===== src/rtl/iq_usb_packer.sv =====
// Rounds/saturates FIR I/Q samples to 16 bits, queues pairs in a small FIFO and
// serialises them as I-then-Q words on a valid/ready stream with packet framing.
module iq_usb_packer #(
  parameter int DIN_W      = 32,
  parameter int DOUT_W     = 16,
  parameter int SHIFT      = 14,
  parameter int ROUND      = 1,
  parameter int FIFO_DEPTH = 16,
  parameter int PKT_WORDS  = 512
) (
  input  logic                           clk,
  input  logic                           rst_n,
  input  logic                           din_val,
  input  logic [DIN_W-1:0]               idata,
  input  logic [DIN_W-1:0]               qdata,
  output logic [DOUT_W-1:0]              dout,
  output logic                           dout_val,
  input  logic                           dout_rdy,
  output logic                           dout_last,
  output logic [$clog2(FIFO_DEPTH):0]    fifo_level,
  output logic [15:0]                    ovf_cnt,
  output logic                           sat_flag,
  input  logic                           ovf_clr
);

  localparam int AW = $clog2(FIFO_DEPTH);
  localparam int LW = AW + 1;
  localparam int CW = (PKT_WORDS > 2) ? $clog2(PKT_WORDS) : 1;

  localparam logic signed [DIN_W:0] RND  = (ROUND != 0) ? (DIN_W+1)'(2 ** (SHIFT - 1)) : '0;
  localparam logic signed [DIN_W:0] MAXV = (DIN_W+1)'((2 ** (DOUT_W - 1)) - 1);
  localparam logic signed [DIN_W:0] MINV = -MAXV - (DIN_W+1)'(1);
  localparam logic [DOUT_W-1:0]     MAX_WORD = {1'b0, {(DOUT_W-1){1'b1}}};
  localparam logic [DOUT_W-1:0]     MIN_WORD = {1'b1, {(DOUT_W-1){1'b0}}};
  localparam logic [CW-1:0]         LAST_IDX = CW'(PKT_WORDS - 1);

  typedef enum logic {S_I, S_Q} state_e;

  typedef struct packed {
    logic [DOUT_W-1:0] i;
    logic [DOUT_W-1:0] q;
  } pair_t;

  // Returns {clipped, word}; the sum is one bit wider than the input so it never wraps.
  function automatic logic [DOUT_W:0] round_sat(input logic [DIN_W-1:0] d);
    logic signed [DIN_W:0] x;
    logic signed [DIN_W:0] y;
    x = $signed({d[DIN_W-1], d}) + RND;
    y = x >>> SHIFT;
    if (y > MAXV)      round_sat = {1'b1, MAX_WORD};
    else if (y < MINV) round_sat = {1'b1, MIN_WORD};
    else               round_sat = {1'b0, y[DOUT_W-1:0]};
  endfunction

  // ---------------- Stage 1: round and saturate ----------------
  logic [DOUT_W:0] i_rs;
  logic [DOUT_W:0] q_rs;
  logic            s1_val_q;
  pair_t           s1_pair_q;
  logic            sat_q;

  assign i_rs = round_sat(idata);
  assign q_rs = round_sat(qdata);

  // NOTE: sequential state uses non-blocking assignments so every register in this
  // block samples the pre-edge values, independent of statement order.
  always_ff @(posedge clk) begin
    if (!rst_n) begin
      s1_val_q  <= 1'b0;
      s1_pair_q <= '0;
      sat_q     <= 1'b0;
    end else begin
      s1_val_q <= din_val;
      if (din_val) s1_pair_q <= '{i: i_rs[DOUT_W-1:0], q: q_rs[DOUT_W-1:0]};
      if (ovf_clr)                                    sat_q <= 1'b0;
      else if (din_val && (i_rs[DOUT_W] || q_rs[DOUT_W])) sat_q <= 1'b1;
    end
  end

  // ---------------- Pair FIFO ----------------
  pair_t          mem_q [FIFO_DEPTH];
  logic [AW-1:0]  wr_ptr_q, rd_ptr_q, rd_ptr_nxt;
  logic [LW-1:0]  level_q;
  logic [15:0]    ovf_q;
  logic           wr_en, drop, pop;
  pair_t          head, head_next;
  logic           next_avail;

  // Full test uses the level before this cycle's pop: no pass-through when full.
  assign wr_en      = s1_val_q && (level_q < LW'(FIFO_DEPTH));
  assign drop       = s1_val_q && !wr_en;
  assign rd_ptr_nxt = rd_ptr_q + AW'(1);
  assign head       = mem_q[rd_ptr_q];
  assign head_next  = (level_q >= LW'(2)) ? mem_q[rd_ptr_nxt] : s1_pair_q;
  assign next_avail = (level_q >= LW'(2)) || ((level_q == LW'(1)) && wr_en);

  // NOTE: the storage array has no reset; level and pointers alone decide which
  // entries are valid, so clearing the contents would buy nothing.
  always_ff @(posedge clk) begin
    if (wr_en) mem_q[wr_ptr_q] <= s1_pair_q;
  end

  always_ff @(posedge clk) begin
    if (!rst_n) begin
      wr_ptr_q <= '0;
      rd_ptr_q <= '0;
      level_q  <= '0;
      ovf_q    <= '0;
    end else begin
      if (wr_en) wr_ptr_q <= wr_ptr_q + AW'(1);
      if (pop)   rd_ptr_q <= rd_ptr_nxt;
      case ({wr_en, pop})
        2'b10:   level_q <= level_q + LW'(1);
        2'b01:   level_q <= level_q - LW'(1);
        default: level_q <= level_q;
      endcase
      if (ovf_clr)                      ovf_q <= '0;
      else if (drop && ovf_q != 16'hFFFF) ovf_q <= ovf_q + 16'd1;
    end
  end

  // ---------------- Serialiser and packet counter ----------------
  state_e            state_q, state_d;
  logic [DOUT_W-1:0] dout_q, dout_d;
  logic              val_q, val_d;
  logic              last_q, last_d;
  logic [CW-1:0]     cnt_q, cnt_d;
  logic              accept;

  assign accept = val_q && dout_rdy;

  always_ff @(posedge clk) begin
    if (!rst_n) begin
      state_q <= S_I;
      dout_q  <= '0;
      val_q   <= 1'b0;
      last_q  <= 1'b0;
      cnt_q   <= '0;
    end else begin
      state_q <= state_d;
      dout_q  <= dout_d;
      val_q   <= val_d;
      last_q  <= last_d;
      cnt_q   <= cnt_d;
    end
  end

  // cnt_d is the packet index of whichever word is presented next.
  // NOTE: every signal driven here gets a default first so no path infers a latch.
  always_comb begin
    state_d = state_q;
    dout_d  = dout_q;
    val_d   = val_q;
    last_d  = last_q;
    pop     = 1'b0;
    cnt_d   = cnt_q;
    if (accept) cnt_d = (cnt_q == LAST_IDX) ? '0 : cnt_q + CW'(1);

    case (state_q)
      S_I: begin
        if (!val_q) begin
          if (level_q != '0) begin
            dout_d = head.i;
            val_d  = 1'b1;
            last_d = (cnt_d == LAST_IDX);
          end
        end else if (dout_rdy) begin
          dout_d  = head.q;
          last_d  = (cnt_d == LAST_IDX);
          state_d = S_Q;
        end
      end
      S_Q: begin
        if (dout_rdy) begin
          pop     = 1'b1;
          state_d = S_I;
          if (next_avail) begin
            dout_d = head_next.i;
            val_d  = 1'b1;
            last_d = (cnt_d == LAST_IDX);
          end else begin
            val_d  = 1'b0;
            last_d = 1'b0;
          end
        end
      end
      default: state_d = S_I;
    endcase
  end

  assign dout       = dout_q;
  assign dout_val   = val_q;
  assign dout_last  = last_q;
  assign fifo_level = level_q;
  assign ovf_cnt    = ovf_q;
  assign sat_flag   = sat_q;

endmodule

===== config.mk =====
export PLATFORM = sky130hd
export DESIGN_NAME = iq_usb_packer
export DESIGN_NICKNAME = d
export VERILOG_FILES = /design/src/rtl/iq_usb_packer.sv
export SDC_FILE = /design/constraint.sdc
export NUM_CORES = 1
export LEC_CHECK = 0
export BUFFER_PORTS_ARGS = -buffer_cell sky130_fd_sc_hd__buf_2
export CAP_MARGIN = 5
export CORE_MARGIN = 3
export CORE_UTILIZATION = 50
export DETAILED_ROUTE_END_ITERATION = 10
export GPL_TIMING_DRIVEN = 0
export HOLD_SLACK_MARGIN = 0.08
export PLACE_DENSITY = 0.74
export REMOVE_ABC_BUFFERS = 1
export SYNTH_ARGS = -nofsm -noshare
export SYNTH_HDL_FRONTEND = slang
export SYNTH_SLANG_ARGS = --single-unit
export TNS_END_PERCENT = 10

===== constraint.sdc =====
create_clock -name clk -period 7.1 [get_ports clk]
set_clock_uncertainty 0.15 [all_clocks]
set_input_delay 0 -clock clk [delete_from_list [all_inputs] [get_ports clk]]
set_output_delay 0 -clock clk [all_outputs]
set_load 0.005 [all_outputs]

# Yosys cells after proc, flatten, opt, wreduce, memory -nomap -nowiden
# Memories as Yosys holds them, arrays and structs flattened. A register that Yosys moved wholly into a read port is not among the register bits.
# Index checks and enable logic that the tools add are counted.
# totals
rom_bits	0
wordCells	88
mem_count	1
output_inout_bits	40
latchBits	0
input_bits	69
mem_bits_rw	512
register_bits	91
# classes
add_sub_neg	8
n_reduce_logical	14
mul	0
shift	0
div_mod_pow	0
bitwise	2
magnitude_cmp	6
mux	34
n_eq_ne	10
# memory_table
name	words	width	rd	rd_clocked_by_memory_dff	write_ports	line	source
mem_q	16	32	2	1	1	81	pair_t mem_q [FIFO_DEPTH];
# ops
cell	count
two-way mux 16 bit	5
two-way mux 17 bit	4
adder 32 x 15 -> 33 bit (second input constant)	2
> comparator 19 x 16 -> 1 bit (second input constant)	2
< comparator 19 x 16 -> 1 bit (second input constant)	2
two-way mux 32 bit	1
one-hot mux 16 bit (2 select lines)	1
== test 9 bit (second input constant)	2
two-way mux 9 bit	2
adder 16 x 1 -> 16 bit (second input constant)	1
!= test 16 bit (second input constant)	1
two-way mux 1 bit	15
one-hot mux 5 bit (2 select lines)	1
adder 9 x 1 -> 9 bit (second input constant)	1
adder 4 x 1 -> 4 bit (second input constant)	2
two-way mux 4 bit	2
logical AND 1 bit	6
!= test 3 bit (second input constant)	2
one-hot mux 1 bit (2 select lines)	3
adder 5 x 1 -> 5 bit (second input constant)	1
== test 5 x 1 -> 1 bit (second input constant)	1
>= comparator 5 x 2 -> 1 bit (second input constant)	1
< comparator 5 bit (second input constant)	1
nonzero test 5 bit	1
other kinds (11)	14

# Depth between registers and ports, before layout
# logic_depth
ltp_word	7
mapped_depth	10
mapped_depth_nobuf	10

# Least setup slack after synthesis
# No wires, ideal clock.
# synth_timing
path_type	register to register
from	register level_q[4], in the netlist fifo_level[4]
to	memory mem_q[3][0] (netlist name), enable pin
setup_time_ns	0.461
path_stages_with_launch	5
arrival_ns	3.134
required_ns	6.489
synth_period_minus_slack_ns	3.745
path_buffers	1
setup_slack_ns	3.355
path_cell_list	dfxtp_1 > nor2b_1 > clkbuf_1 > nand2_1 > nor3_1
# synth_via
elab_chain_len	4
# synth_lines
element	line	source
from (decl)	83	logic [LW-1:0] level_q;
from (signal assigned)	113	2'b10: level_q <= level_q + LW'(1);
from (signal assigned)	114	2'b01: level_q <= level_q - LW'(1);
from (signal assigned)	115	default: level_q <= level_q;
< comparator 5 bit	90	assign wr_en = s1_val_q && (level_q < LW'(FIFO_DEPTH));
logical AND 1 bit	90	
two-way mux 1 bit	100	if (wr_en) mem_q[wr_ptr_q] <= s1_pair_q;
two-way mux 1 bit (not written as such)	100	
to (decl)	81	
# Every way passes these cells.

# Worst setup path in the final report
# layout_timing
from	register rd_ptr_q[0]
to	register dout_q[5], in the netlist dout[5]
# layout_via
elab_chain_len	6
# layout_lines
element	line	source
from (decl)	82	logic [AW-1:0] wr_ptr_q, rd_ptr_q, rd_ptr_nxt;
from (signal assigned)	111	if (pop) rd_ptr_q <= rd_ptr_nxt;
adder 4 x 1 -> 4 bit	92	assign rd_ptr_nxt = rd_ptr_q + AW'(1);
via rd_ptr_nxt[1]	82	
memory read (16 x 32 bit)	--	
two-way mux 32 bit	94	assign head_next = (level_q >= LW'(2)) ? mem_q[rd_ptr_nxt] : s1_pair_q;
two-way mux 16 bit	177	if (next_avail) begin
two-way mux 16 bit	174	if (dout_rdy) begin
one-hot mux 16 bit (2 select lines)	159	case (state_q)
to (signal assigned)	141	dout_q <= dout_d;
to (decl)	124	logic [DOUT_W-1:0] dout_q, dout_d;
# The timed path passes the listed nets, and every way through them passes these cells. The select of a mux whose other input is x is not followed.
# A chain may end at the register's enable or synchronous reset.

==> impl_metrics.tcl <==
set metrics [dict create \
    outcome "completed" \
    slowest_stage "dfxtp_4" \
    fin_area_um2 31500 \
    hold_ws_ps 196 \
    p_seq_share_pct 51.6 \
    clk_pin_slew_ps 60 \
    hp-class "input pin to flop" \
    cts_setup_buffers 0 \
    synth_edf_count 512 \
    nets 1940 \
    dp_slack_ps 3800 \
    diodes 0 \
    setup_slack_ps 3810 \
    place_inst 2375 \
    htree_levels 2 \
    async_flop_share_pct 0 \
    vias 16426 \
    maxSlewHeadroom_pct 30.5 \
    via_per_inst 6.35 \
    final_util_pct 60.6 \
    clk_path_buf_depth 3 \
    netlist_instances 1671 \
    maxCapViolCount 0 \
    insertion_delay_ps 620 \
    grt_setup_unrepaired "no" \
    critical_path_class "flop to flop" \
    met2_wirelength_um 34200 \
    layout_min_cycle_time_ps 3290 \
    p_int_mw 6.10 \
    hold_violations 0 \
    routedLengthMet1_um 25800 \
    die_w_um 237 \
    worst_pin_slew_ps 1040 \
    worst-path-max-fanout 38 \
    wl_per_cell_um 25.9 \
    cts_tree "yes" \
    routed_wl_um 67000 \
    path_cells "ha_4 -> buf_16 -> mux4_2 -> mux2_2 -> a31oi_1 -> nand4_1 -> o2111a_1" \
    power_mw 7.90 \
    drt_first_pass_iters 5 \
    grt_pass1_wl_um 102000 \
    grt_pass1_vias 16843 \
    grt_max_degree 56 \
    routed.top_layer "met4" \
    p_leak_nw 9.89 \
    ir_worst_vdd_mv 0.245 \
    hold_buffers 101 \
    dpl-instance-area_um2 28500 \
    fmax_ghz 0.304 \
    required_ps 7460 \
    fp.dieArea_um2 56100 \
    gp_congestion 0.828 \
    die_h_um 237 \
    p_sw_share_pct 22.8 \
    areaGrowthSynthToFinish_pct 18.3 \
    final.setup.tns_ps 0 \
    place_hpwl_um 40300 \
    synth_seq_area_share_pct 64.8 \
    drive_gt1_share_pct 21.9 \
    drt-initial-drc-count 1774 \
    synth_seq_cells 607 \
    wl_met3_um 4700 \
    netlist_area_um2 26600 \
    power_density_nw_per_um2 251 \
    grt.total_usage_pct 23.8 \
    crit_buf_inv 1 \
    start_util_pct 51.2 \
    critPathLaunchType "flop" \
    antenna_found_initial 1 \
    drc 0 \
    critPathTopFamily "multiplexers" \
    fin_cells 2586 \
    finalMaxSlewViolations 0 \
    grt-ovfl-total 0 \
    cts_resized 0 \
    max_stage_delay_ps 740 \
    clockPowerShare_pct 40.8 \
    fin_crit_sh_pct 46.3 \
    port_buffers 82 \
    syn_area_per_cell_um2 15.9 \
    synthFlopType "edfxtp_1" \
    cts_inserted_buffers 58 \
    combPwrFrac_pct 7.7 \
    yosysUniqueCellTypes 66 \
    nFillCells 3653 \
    ant_nets 0 \
    worstSetupEndpointType "flop" \
    ys_warn_count 0 \
    ioPinCount 109 \
    setup_violations 0 \
    core_area_um2 52000 \
    clock-root-buffer "clkbuf_16" \
    rows 83 \
    p_switching_mw 1.80 \
    cts_sinks 607 \
    worstPathArrival_ps 3650 \
]
-- power by group through the flow --
| stage | registers (mW) | logic [mW] | clock network [mW] |
|---|---|---|---|
| 6_report | 4.07 | 0.606 | 3.22 |
| 5_1_grt | 4.09 | 0.653 | 3.40 |
| 4_1_cts | 4.07 | 0.601 | 3.26 |
| 3_5_place_dp | 4.15 | 0.543 | 0 |
| 3_3_place_gp | 4.16 | 0.501 | 0 |
| 2_1_floorplan | 4.11 | 0.310 | 0 |
-- cell type report --
class	count	area (µm²)	area share, %
inverters	10	37.5	0.119
multi-input cells	949	9050	28.7
clock buffers	69	1560	4.96
flip-flops and latches	607	17300	54.9
repair buffers	230	2280	7.22
well taps	680	851	2.70
clock inverters	41	448	1.42
-- logic make-up after synthesis --
| logic type | count (synthesis) | share of synthesized area (%) |
|---|---|---|
| buffers and inverters | 115 | 1.89 |
| multiplexers | 292 | 17.3 |
| AO/OA/AOI/OAI | 251 | 6.69 |
| AND/OR/NAND/NOR | 330 | 6.61 |
| XOR/XNOR | 61 | 2.00 |
| adder cells (fa/ha/maj) | 15 | 0.704 |
| flip-flops | 607 | 64.8 |
-- metal layers --
| metal | vias to the layer above | GRT usage (%) |
|---|---|---|
| met5 | - | 0 |
| met4 | 0 | 9.25 |
| met3 | 173 | 3.38 |
| met2 | 721 | 41.3 |
| met1 | 8392 | 30.6 |
| li1 | 7140 | - |
-- synthesized netlist by cell type, types with 16 or more instances --
library cell / instances / area share [%]
a31oi_1: 26 / 0.61
o22ai_1: 60 / 1.4
o21ai_1: 16 / 0.30
mux2i_1: 156 / 5.9
buf_2: 34 / 0.64
nand2_1: 45 / 0.63
or3_1: 21 / 0.49
xor2_1: 35 / 1.2
xnor2_1: 26 / 0.85
a22oi_1: 16 / 0.45
mux4_2: 134 / 11
o21ai_0: 40 / 0.75
edfxtp_1: 512 / 58
nand4_1: 22 / 0.52
o2111ai_1: 16 / 0.53
nor2_1: 79 / 1.1
dfxtp_1: 95 / 7.1
clkbuf_1: 59 / 0.83
nand3_1: 74 / 1.4
-- cells in the final DEF (no fill, tap or decap), drive strengths merged, types with 3 or more instances in the layout --
master,Yosys,final
edfxtp,512,512
o22ai,60,60
and2,11,11
nand4,25,25
xnor2,26,26
nor3,17,17
nand3,74,74
a21boi,10,10
nand2b,10,10
o2111ai,16,16
a211oi,15,15
a31oi,26,26
a22o,15,15
and3,12,12
nor4,4,4
dlygate4sd3,0,101
a22oi,16,16
a21oi,9,9
dfxtp,95,95
buf,46,129
clkinv,0,26
nor2,80,80
xor2,35,35
inv,10,11
ha,15,15
nor2b,11,11
or3,21,21
nand3b,5,5
mux2i,156,156
o21ai,56,56
clkinvlp,0,6
bufinv,0,8
o221a,14,14
clkbuf,59,69
nand2,46,46
mux4,134,134
a311oi,3,3
o2111a,3,3
-- registers in the layout, indices dropped and copies added (netlist names), 4 cells and up, named ones only --
| name | cells |
|---|---|
| fifo_level | 5 |
| s1_pair_q | 32 |
| wr_ptr_q | 4 |
| ovf_cnt | 16 |
| mem_q | 512 |
| rd_ptr_q | 4 |
| dout | 16 |
| cnt_q | 9 |
-- worst min-delay path, cell delays in order --
cell	delay [ps]
dlygate4sd3_1	510
buf_2	170
nand3b_1	130
a21boi_0	90
-- path summary, 6_finish.rpt --
check / end / cells after the start / startpoint / slack, ps
max: dout[5]$_SDFFE_PN0P_ / 7 / rd_ptr_q[0]$_SDFFE_PN0P_ / 3810
min: dout_val$_SDFFE_PN0P_ / 4 / dout_rdy / 200
max reg2reg: dout[5]$_SDFFE_PN0P_ / 7 / rd_ptr_q[0]$_SDFFE_PN0P_ / 3810
min reg2reg: cnt_q[8]$_SDFF_PN0_ / 2 / cnt_q[8]$_SDFF_PN0_ / 360
Power figures use the tool's default switching activity.
